### src/rtl/sdwrseq.sv
// sdwrseq -- multi-block SD write sequencer.
//
// Sits between the write-data FIFO and the SD TX frame generator. For each
// of i_blocks blocks it passes 2^(lgblk-2) words straight through. It flags
// the final word of each block with M_LAST. It then waits for the card's CRC
// status token, and for DAT0 (busy) to release, before it releases the next
// block. Completion, or the first error, is reported with a one-cycle o_done
// pulse and a held o_err code.
//
// Optional feature: define SDWRSEQ_TIMEOUT_EN to add a wait-state timeout.
// The timeout reports o_err = 2. Without the macro the wait states wait
// forever and LGTIMEOUT is unused.
//
// Ports:
//   i_clk, i_reset         clock, synchronous active-high reset
//   i_start                one-cycle start request (ignored unless idle)
//   i_blocks, i_lgblk      block count, log2 bytes per block (both sampled on start)
//   i_abort                terminate any active sequence
//   S_VALID/S_READY/S_DATA source stream from the write FIFO
//   M_VALID/M_READY/M_DATA/M_LAST  stream to the frame generator
//   i_tx_busy              frame generator still serialising
//   i_crc_stb, i_crc_ok    CRC status token strobe and polarity
//   i_dat0                 DAT0 level (0 = card busy)
//   o_busy, o_done, o_err  status to the command controller
module sdwrseq #(
    parameter int LGTIMEOUT = 23,
    parameter int LGMAXBLK  = 12
) (
    input  logic        i_clk,
    input  logic        i_reset,
    input  logic        i_start,
    input  logic [15:0] i_blocks,
    input  logic [3:0]  i_lgblk,
    input  logic        i_abort,
    input  logic        S_VALID,
    output logic        S_READY,
    input  logic [31:0] S_DATA,
    output logic        M_VALID,
    input  logic        M_READY,
    output logic [31:0] M_DATA,
    output logic        M_LAST,
    input  logic        i_tx_busy,
    input  logic        i_crc_stb,
    input  logic        i_crc_ok,
    input  logic        i_dat0,
    output logic        o_busy,
    output logic        o_done,
    output logic [1:0]  o_err
);

    localparam int WCW = LGMAXBLK - 1;
    localparam logic [3:0]     LG_MIN   = 4'd2;
    localparam logic [3:0]     LG_MAX   = 4'(LGMAXBLK);
    localparam logic [WCW-1:0] WORD_ONE = WCW'(1);

    localparam logic [1:0] ERR_OK      = 2'd0;
    localparam logic [1:0] ERR_CRC     = 2'd1;
    localparam logic [1:0] ERR_TIMEOUT = 2'd2;
    localparam logic [1:0] ERR_ABORT   = 2'd3;

    typedef enum logic [1:0] {
        ST_IDLE,
        ST_DATA,
        ST_WAIT_CRC,
        ST_WAIT_BUSY
    } state_t;

    state_t         state_q, state_d;
    logic [WCW-1:0] word_q, word_d;
    logic [WCW-1:0] words_m1_q, words_m1_d;
    logic [15:0]    blk_q, blk_d;
    logic [1:0]     err_q, err_d;
    logic           done_q, done_d;

    logic [3:0] lg_clamped;
    logic       in_data;
    logic       xfer;
    logic       timeout;

    // Out-of-range block sizes are clamped rather than rejected.
    always_comb begin
        lg_clamped = i_lgblk;
        if (i_lgblk < LG_MIN) begin
            lg_clamped = LG_MIN;
        end else if (i_lgblk > LG_MAX) begin
            lg_clamped = LG_MAX;
        end
    end

    // Pure pass-through while streaming: no buffering, no added latency.
    assign in_data = (state_q == ST_DATA);
    assign M_VALID = in_data && S_VALID;
    assign S_READY = in_data && M_READY;
    assign M_DATA  = S_DATA;
    assign M_LAST  = in_data && (word_q == words_m1_q);
    assign xfer    = M_VALID && M_READY;

    assign o_busy = (state_q != ST_IDLE);
    assign o_done = done_q;
    assign o_err  = err_q;

`ifdef SDWRSEQ_TIMEOUT_EN
    logic [LGTIMEOUT-1:0] timer_q, timer_d;

    assign timeout = ((state_q == ST_WAIT_CRC) || (state_q == ST_WAIT_BUSY)) && (&timer_q);

    // Restarts on every state change. Saturation always forces a change,
    // so the counter never wraps.
    always_comb begin
        timer_d = '0;
        if ((state_d == state_q) &&
            ((state_q == ST_WAIT_CRC) || (state_q == ST_WAIT_BUSY))) begin
            timer_d = timer_q + 1'b1;
        end
    end
`else
    logic unused_lgtimeout;

    assign timeout          = 1'b0;
    assign unused_lgtimeout = (LGTIMEOUT != 0);
`endif

    always_comb begin
        // NOTE: every next-state signal gets a hold/default value first; any
        // path that skipped an assignment would otherwise infer a latch.
        state_d    = state_q;
        word_d     = word_q;
        words_m1_d = words_m1_q;
        blk_d      = blk_q;
        err_d      = err_q;
        done_d     = 1'b0;

        unique case (state_q)
            ST_IDLE: begin
                if (i_start) begin
                    err_d = ERR_OK;
                    if (i_blocks != 16'd0) begin
                        blk_d      = i_blocks;
                        words_m1_d = (WORD_ONE << (lg_clamped - LG_MIN)) - WORD_ONE;
                        word_d     = '0;
                        state_d    = ST_DATA;
                    end else begin
                        done_d = 1'b1;
                    end
                end
            end
            ST_DATA: begin
                if (xfer) begin
                    if (word_q == words_m1_q) begin
                        word_d  = '0;
                        state_d = ST_WAIT_CRC;
                    end else begin
                        word_d = word_q + 1'b1;
                    end
                end
            end
            ST_WAIT_CRC: begin
                if (i_crc_stb) begin
                    if (i_crc_ok) begin
                        state_d = ST_WAIT_BUSY;
                    end else begin
                        err_d   = ERR_CRC;
                        done_d  = 1'b1;
                        state_d = ST_IDLE;
                    end
                end
            end
            ST_WAIT_BUSY: begin
                if (i_dat0 && !i_tx_busy) begin
                    blk_d = blk_q - 1'b1;
                    if (blk_q == 16'd1) begin
                        done_d  = 1'b1;
                        state_d = ST_IDLE;
                    end else begin
                        state_d = ST_DATA;
                    end
                end
            end
            default: state_d = ST_IDLE;
        endcase

        // Later assignments win: abort beats timeout beats the normal transition.
        if (timeout) begin
            err_d   = ERR_TIMEOUT;
            done_d  = 1'b1;
            state_d = ST_IDLE;
        end
        if (i_abort && (state_q != ST_IDLE)) begin
            err_d   = ERR_ABORT;
            done_d  = 1'b1;
            state_d = ST_IDLE;
        end
    end

    // NOTE: sequential state uses non-blocking assignments only, so every
    // flop samples the pre-edge value of every other flop.
    always_ff @(posedge i_clk) begin
        if (i_reset) begin
            state_q    <= ST_IDLE;
            word_q     <= '0;
            words_m1_q <= '0;
            blk_q      <= '0;
            err_q      <= ERR_OK;
            done_q     <= 1'b0;
`ifdef SDWRSEQ_TIMEOUT_EN
            timer_q    <= '0;
`endif
        end else begin
            state_q    <= state_d;
            word_q     <= word_d;
            words_m1_q <= words_m1_d;
            blk_q      <= blk_d;
            err_q      <= err_d;
            done_q     <= done_d;
`ifdef SDWRSEQ_TIMEOUT_EN
            timer_q    <= timer_d;
`endif
        end
    end

endmodule

### config.mk
export PLATFORM = sky130hd
export DESIGN_NAME = sdwrseq
export DESIGN_NICKNAME = d
export VERILOG_FILES = /design/src/rtl/sdwrseq.sv
export SDC_FILE = /design/constraint.sdc
export NUM_CORES = 1
export LEC_CHECK = 0
export ABC_AREA = 1
export CORE_MARGIN = 1.5
export CORE_UTILIZATION = 40
export CTS_CLUSTER_SIZE = 28
export DETAILED_ROUTE_END_ITERATION = 7
export PLACE_DENSITY = 0.76
export SLEW_MARGIN = 40
export SYNTH_ARGS = -nofsm -noshare
export SYNTH_HDL_FRONTEND = slang
export SYNTH_SLANG_ARGS = --single-unit
### constraint.sdc
create_clock -name i_clk -period 5.1 [get_ports i_clk]
set_clock_uncertainty 0.15 [all_clocks]
set_input_delay 1.02 -clock i_clk [delete_from_list [all_inputs] [get_ports i_clk]]
set_output_delay 1.02 -clock i_clk [all_outputs]
set_load 0.02 [all_outputs]
==> results by group, run 1 <==
Place
  – Port Buffers: 36
  – DP Cell Count: 602
  – Routability cong.: 0.8458
  – DP HPWL: 5711 um

Power
  – VDD IR max: 0.1478 mV
  – Pwr dens: 388.4 mW/mm^2
  – Leak: 1.611 nW

Floorplanning
  – Starting density of the core: 0.4129
  – Die area: 0.008479 sq mm
  – Core Area: 0.007687 sq mm
  – Cell row count: 32
  – Die W: 92.08 um
  – IO Pins: 101
  – Die extent in y: 92.08 um

Worst setup path
  – Worst reg2reg path endpoint: blk_q[9]
  – R2R setup slack: 2750 ps
  – Crit path from: S_VALID
  – Required time of the critical path: 3930 ps
  – CP Class: in -> out
  – CP arrival: 2300 ps
  – Critical-path maximum fanout: 2
  – Reg-to-reg critical path startpoint: state_q[0]
  – Critical path startpoint category: input pin
  – CP Capture Point: M_VALID
  – Critical path endpoint category: primary output
  – Worst R2R Path Depth: 8

Global route
  – Vias in the first global route: 2923
  – GRT overflow: 0
  – Largest net degree at the start of global routing: 26
  – Initial antenna violation count: 0
  – First-pass GRT wire length: 12440 um
  – Total track usage: 0.1798

Clocking
  – Post-CTS Setup Bufs: 0
  – Sink Count: 43
  – CTS tree: yes
  – Root buffer cell: clkbuf_8
  – Clock buffer count from CTS: 5
  – Clock Pin Slew Worst Setup and Hold Paths: 70 ps
  – Longest Clk Path Bufs: 2
  – Cts hold-fix bufs: 0
  – Htree depth: 2
  – Resize count post-CTS: 0
  – Worst skew pair latency: 300 ps

Synth
  – Mapped Nets: 572
  – Syn. warnings: 0
  – Post-synthesis area per instance: 6.286 sq um
  – Post-synthesis sequential area ratio: 0.2712
  – Cell count after synthesis: 505
  – Synth unique cells: 34
  – #FFs+latches synth: 43
  – Syn Std Cell Area: 0.003174 sq mm

Drt
  – DR vias: 3114
  – Vias per inst: 5.113
  – Remaining DRCs: 0
  – Antenna violation net count after detailed routing: 0
  – Drt pass-1 iters: 4
  – WL/cell: 12.20 um
  – Initial DRC count: 128
  – Overall routed net length: 7430 um

Cells and area
  – Layout fillers: 810
  – Layout cells sized above 1: 0.07101
  – Diode count: 0
  – Register area: 860.8 sq um
  – Non-filler cells, final: 609
  – Area delta synth->final: 9.775%
  – Multi-input gate area: 0.001749 sq mm
  – Nets@finish: 574

Timing
  – Fmax achieved: 288.3 MHz
  – Slew margin rel.: 0.5629
  – Final setup fails: 0
  – Worst-Margin Slew: 654.9 ps
  – Final Hold Viols: 0
  – Final Cycle Share: 0.6801
  – TNS Setup: 0 ps
  – RSZ-0062 raised after global routing: no
  – Max-slew violations: 0
  – Post-layout min period: 3468 ps

Worst hold path
  – Hold Crit Class: reg -> reg
  – Worst Hold Depth: 2

Flow run
  – Total of max-cap violations: 0

Outcome
  – Outcome: complete, no violations
-- worst max-delay path, cell delays in order --
cell and delay, ps:
clkdlybuf4s50_1 480, inv_1 70, nor2_4 120, clkdlybuf4s50_1 610
-- state kept, by name, indices dropped and copies added (netlist names) --
signal / count
words_m1_q: 11
o_done: 1
o_err: 2
blk_q: 16
word_q: 11
state_q: 2
-- per-layer routing --
metal / GRT usage / up-vias / share of wire
li1: - / 1578 / -
met1: 0.1988 / 1434 / 0.43
met2: 0.3265 / 78 / 0.49
met3: 0.03731 / 24 / 0.052
met4: 0.08333 / 0 / 0.027
met5: 0 / - / 0
-- kinds of logic after synthesis --
family,Yosys count,share of synthesized area
flip-flops,43,0.2712
AND/OR/NAND/NOR,244,0.3394
buffers and inverters,116,0.1778
AO/OA/AOI/OAI,79,0.1423
XOR/XNOR,18,0.04966
adder cells (fa/ha/maj),5,0.01971
-- cells in the final DEF, fill, tap and decap left out --
master	synthesis	layout
clkbuf_8	0	5
nand2_2	9	9
o22ai_1	1	1
a31o_2	1	1
nand3b_1	4	4
nand2_1	102	102
o21ai_0	38	38
nand3_1	38	38
nor2_2	5	5
nor2_1	66	66
nand4_1	10	10
o211ai_1	2	2
a211o_2	1	1
inv_4	1	1
a21oi_1	22	22
dfxtp_1	43	43
nor2_4	3	3
a21boi_0	2	2
nand2_4	1	1
inv_1	68	68
nor3_1	5	5
xnor2_1	6	6
o31ai_1	1	1
a211oi_2	1	1
xor2_1	12	12
a31oi_1	6	6
inv_2	6	6
bufinv_16	0	1
o21bai_1	1	1
clkbuf_1	4	1
clkdlybuf4s50_1	0	36
or2_2	1	1
a211oi_1	2	2
ha_1	5	5
a21oi_4	1	1
-- worst min-delay path by stage --
stage              from       end  slack (ps)
6_report       o_err[1]  o_err[1]         310
5_1_grt        o_err[1]  o_err[1]         340
2_1_floorplan  blk_q[7]  blk_q[7]         300
3_3_place_gp   o_err[1]  o_err[1]         300
4_1_cts        o_err[1]  o_err[1]         320
3_5_place_dp   o_err[1]  o_err[1]         310
-- synth_stat cells (all sizes together) --
cell type	instances	share of area
nand2	112	0.14
ha	5	0.020
nand4	10	0.020
inv	75	0.089
a31oi	6	0.012
xnor2	6	0.017
a21boi	2	0.0047
or2	1	0.0020
nand3	38	0.060
o22ai	1	0.0020
nor2	74	0.099
nand3b	4	0.0095
a211o	1	0.0032
clkbuf	4	0.0047
dfxtp	43	0.27
o31ai	1	0.0024
nor3	5	0.0079
a21oi	23	0.040
a211oi	3	0.0087
buf	37	0.084
xor2	12	0.033
a31o	1	0.0028
o21ai	38	0.060
o211ai	2	0.0047
o21bai	1	0.0024
-- stage by stage --
stage / instance area (sq um) / hold WS (ps) / power [mW] / utilization / worst slack [ps]
2_1_floorplan: 3174 / 297.1 / 0.9716 / - / 2202
3_3_place_gp: 3382 / 303.0 / 1.074 / 0.4399 / 1566
3_5_place_dp: 3382 / 307.2 / 1.095 / 0.4399 / 1383
4_1_cts: 3485 / 316.6 / 1.354 / 0.4533 / 1620
5_1_grt: 3485 / 343.7 / 1.468 / 0.4533 / 1402
6_report: 3485 / 312.9 / 1.353 / 0.4533 / 1632
-- layout make-up --
class                      count  share of cell area
multi-input combinational    346              0.5020
clock buffer                   6             0.02083
sequential                    43              0.2470
clock inverter                 1            0.008618
inverter                      75             0.08151
tap                          102             0.03662
timing repair buffer          36              0.1034
-- report_power, final --
group,switching (mW),internal (mW)
clock,0.117,0.144
sequential,0.0719,0.420
combinational,0.373,0.228
total,0.562,0.791
No activity file was read; power rests on OpenSTA's default activity.
==> run 2, diff against run 1 <==
PLACE_DENSITY = 0.78   (was 0.76)
clock period = 2.79 ns   (was 5.1 ns; I/O delays follow)
==> run 2 against run 1 <==
Clock power increased by 70%; power increased by 84%; global-route usage increased by 0.29 points; clock-buffer cell count increased by 1; core utilization increased by 2.8 points; final area increased by 6.1%; critical path type unchanged; critical endpoint unchanged; largest power group unchanged.
==> results by group, run 2 (synthesis results as in run 1) <==
Drt
  – Overall routed net length: 7488 um (+0.78%)
  – Remaining DRCs: 0 (unchanged)
  – Initial DRC count: 150 (+17%)
  – WL/cell: 11.87 um (-2.7%)
  – DR vias: 3118 (+0.13%)
  – Antenna violation net count after detailed routing: 0 (unchanged)
  – Vias per inst: 4.941 (-3.4%)
  – Drt pass-1 iters: 4 (unchanged)

Timing
  – RSZ-0062 raised after global routing: no
  – Worst-Margin Slew: 645.6 ps (-9.299 ps)
  – Post-layout min period: 2608 ps
  – Final Cycle Share: 0.9349
  – Max-slew violations: 0 (unchanged)
  – Final setup fails: 0 (unchanged)
  – Fmax achieved: 383.4 MHz
  – Slew margin rel.: 0.5691 (+0.006206)
  – Hold Slack: 319.6 ps (+6.683 ps)
  – Final Hold Viols: 0 (unchanged)

Global route
  – Largest net degree at the start of global routing: 23 (-12%)
  – First-pass GRT wire length: 12740 um (+2.4%)
  – Total track usage: 0.1827 (+0.002882)
  – Initial antenna violation count: 0 (unchanged)
  – GRT overflow: 0 (unchanged)
  – Vias in the first global route: 2966 (+1.5%)

Cells and area
  – Most common cell after layout, fill and taps aside: nand2_1
  – Nets@finish: 595 (+3.7%)
  – Flip-flop count of the largest register after layout: 16 (unchanged)
  – Layout cells sized above 1: 0.1304 (+0.05943)
  – Area delta synth->final: 16.52%
  – Top reg by flops: blk_q
  – Design Area, Final: 0.003699 sq mm (+6.1%)
  – Leading registers by flop count: blk_q: 16 flops, word_q: 11 flops, words_m1_q: 11 flops
  – Post-route core utilization: 0.4811 (+0.02783)
  – Most frequent cells in the layout: nand2_1 (102), inv_1 (67), nor2_1 (59)
  – Non-filler cells, final: 631 (+3.6%)
  – Diode count: 0 (unchanged)

Worst setup path
  – Crit path top cell by count: clkdlybuf4s50_1
  – CP top delay family: buffers and inverters
  – R2R setup slack: 640 ps (-2110 ps)
  – Crit-path cells: clkdlybuf4s50_1 -> inv_1 -> nor2_4 -> clkdlybuf4s50_1
  – CP Class: in -> out
  – Critical-path maximum fanout: 2 (unchanged)
  – WP buf/inv: 3 (unchanged)
  – CP arrival: 1900 ps (-400 ps)
  – Max stage delay on crit path: 650 ps (+40 ps)
  – Slowest CP cell: clkdlybuf4s50_1
  – Critical path endpoint category: primary output
  – Critical path startpoint category: input pin
  – Required time of the critical path: 2080 ps (-1850 ps)

Floorplanning
  – IO Pins: 101 (unchanged)
  – Starting density of the core: 0.4129 (unchanged)
  – Die area: 0.008479 sq mm (unchanged)
  – Die W: 92.08 um (unchanged)
  – Cell row count: 32 (unchanged)
  – Die extent in y: 92.08 um (unchanged)
  – Core Area: 0.007687 sq mm (unchanged)

Place
  – DP HPWL: 5788 um (+1.4%)
  – Port Buffers: 36 (unchanged)
  – Routability cong.: 0.9268 (+9.6%)
  – DP Cell Count: 623 (+3.5%)
  – Placement Cell Area: 0.003540 sq mm (+4.7%)

Clocking
  – Resize count post-CTS: 0 (unchanged)
  – Cts hold-fix bufs: 0 (unchanged)
  – Clock buffer count from CTS: 5 (unchanged)
  – Longest Clk Path Bufs: 2 (unchanged)
  – Post-CTS Setup Bufs: 0 (unchanged)
  – Worst skew pair latency: 300 ps (about the same)
  – CTS tree: yes
  – Root buffer cell: clkbuf_8
  – Clock Pin Slew Worst Setup and Hold Paths: 80 ps (about the same)
  – Sink Count: 43 (unchanged)
  – Htree depth: 2 (unchanged)

Power
  – Pwr dens: 674.3 mW/mm^2 (+74%)
  – Pwr Total: 2.494 mW (+84%)
  – VDD IR max: 0.2533 mV (+71%)
  – Leak: 1.754 nW (+8.8%)

Worst hold path
  – Hold Crit Class: reg -> reg

Flow run
  – Total of max-cap violations: 0 (unchanged)

Outcome
  – Outcome: complete, no violations
run 2: cell type report:
cell class,count,area [sq um]
Sequential cell,43,860.8
Fill cell,793,3989
Tap cell,102,127.6
Inverter,75,284.0
Timing Repair Buffer,57,525.5
Clock inverter,1,7.507
Multi-Input combinational cell,346,1797
Clock buffer,7,96.34
run 2: tightest hold or removal path, stage by stage, from the launching register on:
cell	delay (ps)
dfxtp_1	310
nand2_1	60
a21oi_1	50
run 2: report_power, final:
part	total, mW	internal, mW	switching (mW)	leakage (nW)
clock network	0.445	0.225	0.220	0.0505
logic	1.15	0.455	0.699	1.35
registers	0.894	0.767	0.128	0.354
total	2.49	1.45	1.05	1.75
run 2: worst paths after layout:
path,to,from,cells past startpoint
min,o_err[1],o_err[1],2
max reg2reg,blk_q[3],state_q[0],7
min reg2reg,o_err[1],o_err[1],2
max,M_VALID,S_VALID,4
run 2: layer usage:
layer,wire length [um],vias up,global-route usage,share of wire
met3,334,16,0.04146,0.045
met4,130,0,0.07436,0.017
li1,-,1620,-,-
met1,3184,1410,0.2081,0.43
met5,0,-,0,0
met2,3839,72,0.3265,0.51
run 2: metrics by stage:
| step | setup slack, ps | setup TNS (ps) |
|---|---|---|
| 6_report | 181.6 | 0 |
| 2_1_floorplan | 353.7 | 0 |
| 3_5_place_dp | -182.8 | -1011 |
| 3_3_place_gp | -72.41 | -152.9 |
| 4_1_cts | 39.92 | 0 |
| 5_1_grt | 25.70 | 0 |
==> run 3, diff against run 2 <==
PLACE_DENSITY = 0.76   (was 0.78)
clock period = 3.3 ns   (was 2.79 ns; I/O delays follow)
==> run 3 against run 2 <==
Non-clock buffer count down 19; wire length is 2.8% lower; final cell count is 3.2% lower; final area decreased by 5.6%; clock-buffer cell count shrank 1; sequential share of layout area grew 1.4 points; critical path type is now in -> reg; critical endpoint is now words_m1_q[4]; highest routed layer unchanged.
==> results by group, run 3 (synthesis results as in run 1) <==
Drt
  – Drt pass-1 iters: 4 (unchanged)
  – Vias per inst: 4.980 (+0.79%)
  – Initial DRC count: 112 (-25%)
  – Overall routed net length: 7276 um (-2.8%)
  – WL/cell: 11.91 um (+0.35%)
  – Antenna violation net count after detailed routing: 0 (unchanged)
  – DR vias: 3043 (-2.4%)
  – Remaining DRCs: 0 (unchanged)

Timing
  – Slew margin rel.: 0.5791 (+0.01000)
  – Worst-Margin Slew: 630.6 ps (-14.99 ps)
  – Hold Slack: 311.6 ps (-7.995 ps)
  – RSZ-0062 raised after global routing: no
  – TNS Setup: 0 ps (unchanged)
  – Post-layout min period: 2988 ps
  – Final setup fails: 0 (unchanged)
  – Final Cycle Share: 0.9054
  – Fmax achieved: 334.7 MHz
  – Max-slew violations: 0 (unchanged)
  – Final Hold Viols: 0 (unchanged)

Place
  – Placement Cell Area: 0.003390 sq mm (-4.2%)
  – Port Buffers: 36 (unchanged)
  – DP HPWL: 5607 um (-3.1%)
  – Routability cong.: 0.8630 (-6.9%)

Cells and area
  – Layout fillers: 811 (+2.3%)
  – Most common cell after layout, fill and taps aside: nand2_1
  – Area delta synth->final: 10.01%
  – Post-route core utilization: 0.4543 (-0.02686)
  – Leading registers by flop count: blk_q: 16 flops, word_q: 11 flops, words_m1_q: 11 flops
  – Diode count: 0 (unchanged)
  – Nets@finish: 576 (-3.2%)
  – Design Area, Final: 0.003492 sq mm (-5.6%)
  – Most frequent cells in the layout: nand2_1 (102), inv_1 (68), nor2_1 (65)
  – Top reg by flops: blk_q
  – Flip-flop count of the largest register after layout: 16 (unchanged)
  – Layout cells sized above 1: 0.07859 (-0.05185)

Floorplanning
  – Die extent in y: 92.08 um (unchanged)
  – Starting density of the core: 0.4129 (unchanged)
  – Die area: 0.008479 sq mm (unchanged)
  – Core Area: 0.007687 sq mm (unchanged)
  – IO Pins: 101 (unchanged)
  – Cell row count: 32 (unchanged)
  – Die W: 92.08 um (unchanged)

Worst setup path
  – Critical-path maximum fanout: 9 (+7)
  – CP arrival: 3020 ps (+1120 ps)
  – Crit-path cells: clkdlybuf4s50_1 -> nand2_1 -> nand2_1 -> inv_1 -> ha_1 -> inv_1 -> nand2_1 -> nand2_2 -> inv_1 -> nand2_1 -> ha_1 -> inv_1 -> nor2_1 -> nand2_1 -> xor2_1 -> o21ai_0 -> inv_1
  – Critical path endpoint category: flip-flop
  – Max stage delay on crit path: 570 ps (-80 ps)
  – Critical path startpoint category: input pin
  – WP buf/inv: 6 (+3)
  – CP top delay family: buffers and inverters
  – Slowest CP cell: clkdlybuf4s50_1
  – CP Class: in -> reg
  – Required time of the critical path: 3330 ps (+1250 ps)

Global route
  – Vias in the first global route: 3010 (+1.5%)
  – Initial antenna violation count: 0 (unchanged)
  – Largest net degree at the start of global routing: 26 (+13%)
  – GRT overflow: 0 (unchanged)
  – First-pass GRT wire length: 12420 um (-2.5%)
  – Total track usage: 0.1768 (-0.005926)

Worst hold path
  – Hold Crit Class: reg -> reg

Clocking
  – Worst skew pair latency: 300 ps (about the same)
  – Clock buffer count from CTS: 5 (unchanged)
  – CTS tree: yes
  – Sink Count: 43 (unchanged)
  – Htree depth: 2 (unchanged)
  – Cts hold-fix bufs: 0 (unchanged)
  – Clock Pin Slew Worst Setup and Hold Paths: 80 ps (about the same)
  – Root buffer cell: clkbuf_8
  – Longest Clk Path Bufs: 2 (unchanged)

Outcome
  – Outcome: complete, no violations

Flow run
  – Total of max-cap violations: 0 (unchanged)

Power
  – Pwr Total: 2.025 mW (-19%)
  – Leak: 1.635 nW (-6.8%)
  – Pwr dens: 579.9 mW/mm^2 (-14%)
  – VDD IR max: 0.2565 mV (+1.3%)
[run 3: final cells by class]
class | count | area (sq um) | share of cell area
well taps | 102 | 127.6 | 0.03655
inverters | 75 | 284.0 | 0.08133
multi-input cells | 346 | 1752 | 0.5016
clock inverters | 1 | 5.005 | 0.001433
flip-flops and latches | 43 | 860.8 | 0.2465
repair buffers | 38 | 380.4 | 0.1089
clock buffers | 6 | 82.58 | 0.02365
[run 3: worst min-delay path, delay by kind of cell (launching register included)]
family | cells | cell delay, ps
flip-flops | 1 | 310
AO/OA/AOI/OAI | 1 | 50
AND/OR/NAND/NOR | 1 | 60
[run 3: final timing paths]
check	startpoint	to	slack, ps	cells past startpoint
worst max-delay path	i_lgblk[1]	words_m1_q[4]	310	17
worst min-delay path	o_err[1]	o_err[1]	310	2
worst max register to register	state_q[0]	blk_q[9]	930	8
worst min register to register	o_err[1]	o_err[1]	310	2
[run 3: routing by layer]
layer	global-route usage	up-vias	wire [um]
met5	0	-	0
met4	0.07051	0	155
met3	0.03814	24	354
met2	0.3247	68	3675
met1	0.1960	1367	3091
li1	-	1584	-
[run 3: repair_timing]
item	4_1_cts	5_1_grt
setup endpoints to repair	0	4
buffers inserted	0	1
resized for setup	0	3
[run 3: power breakdown]
part	switching (mW)	internal [mW]
registers	0.111	0.648
clock network	0.177	0.165
logic	0.571	0.353
total	0.859	1.17
[run 3: stage by stage]
stage,instances,worst slack [ps]
after floorplan,505,761.7
after global placement,603,115.4
after detailed placement,603,-44.65
after CTS,610,267.0
after global routing,611,9.654
final,611,312.3
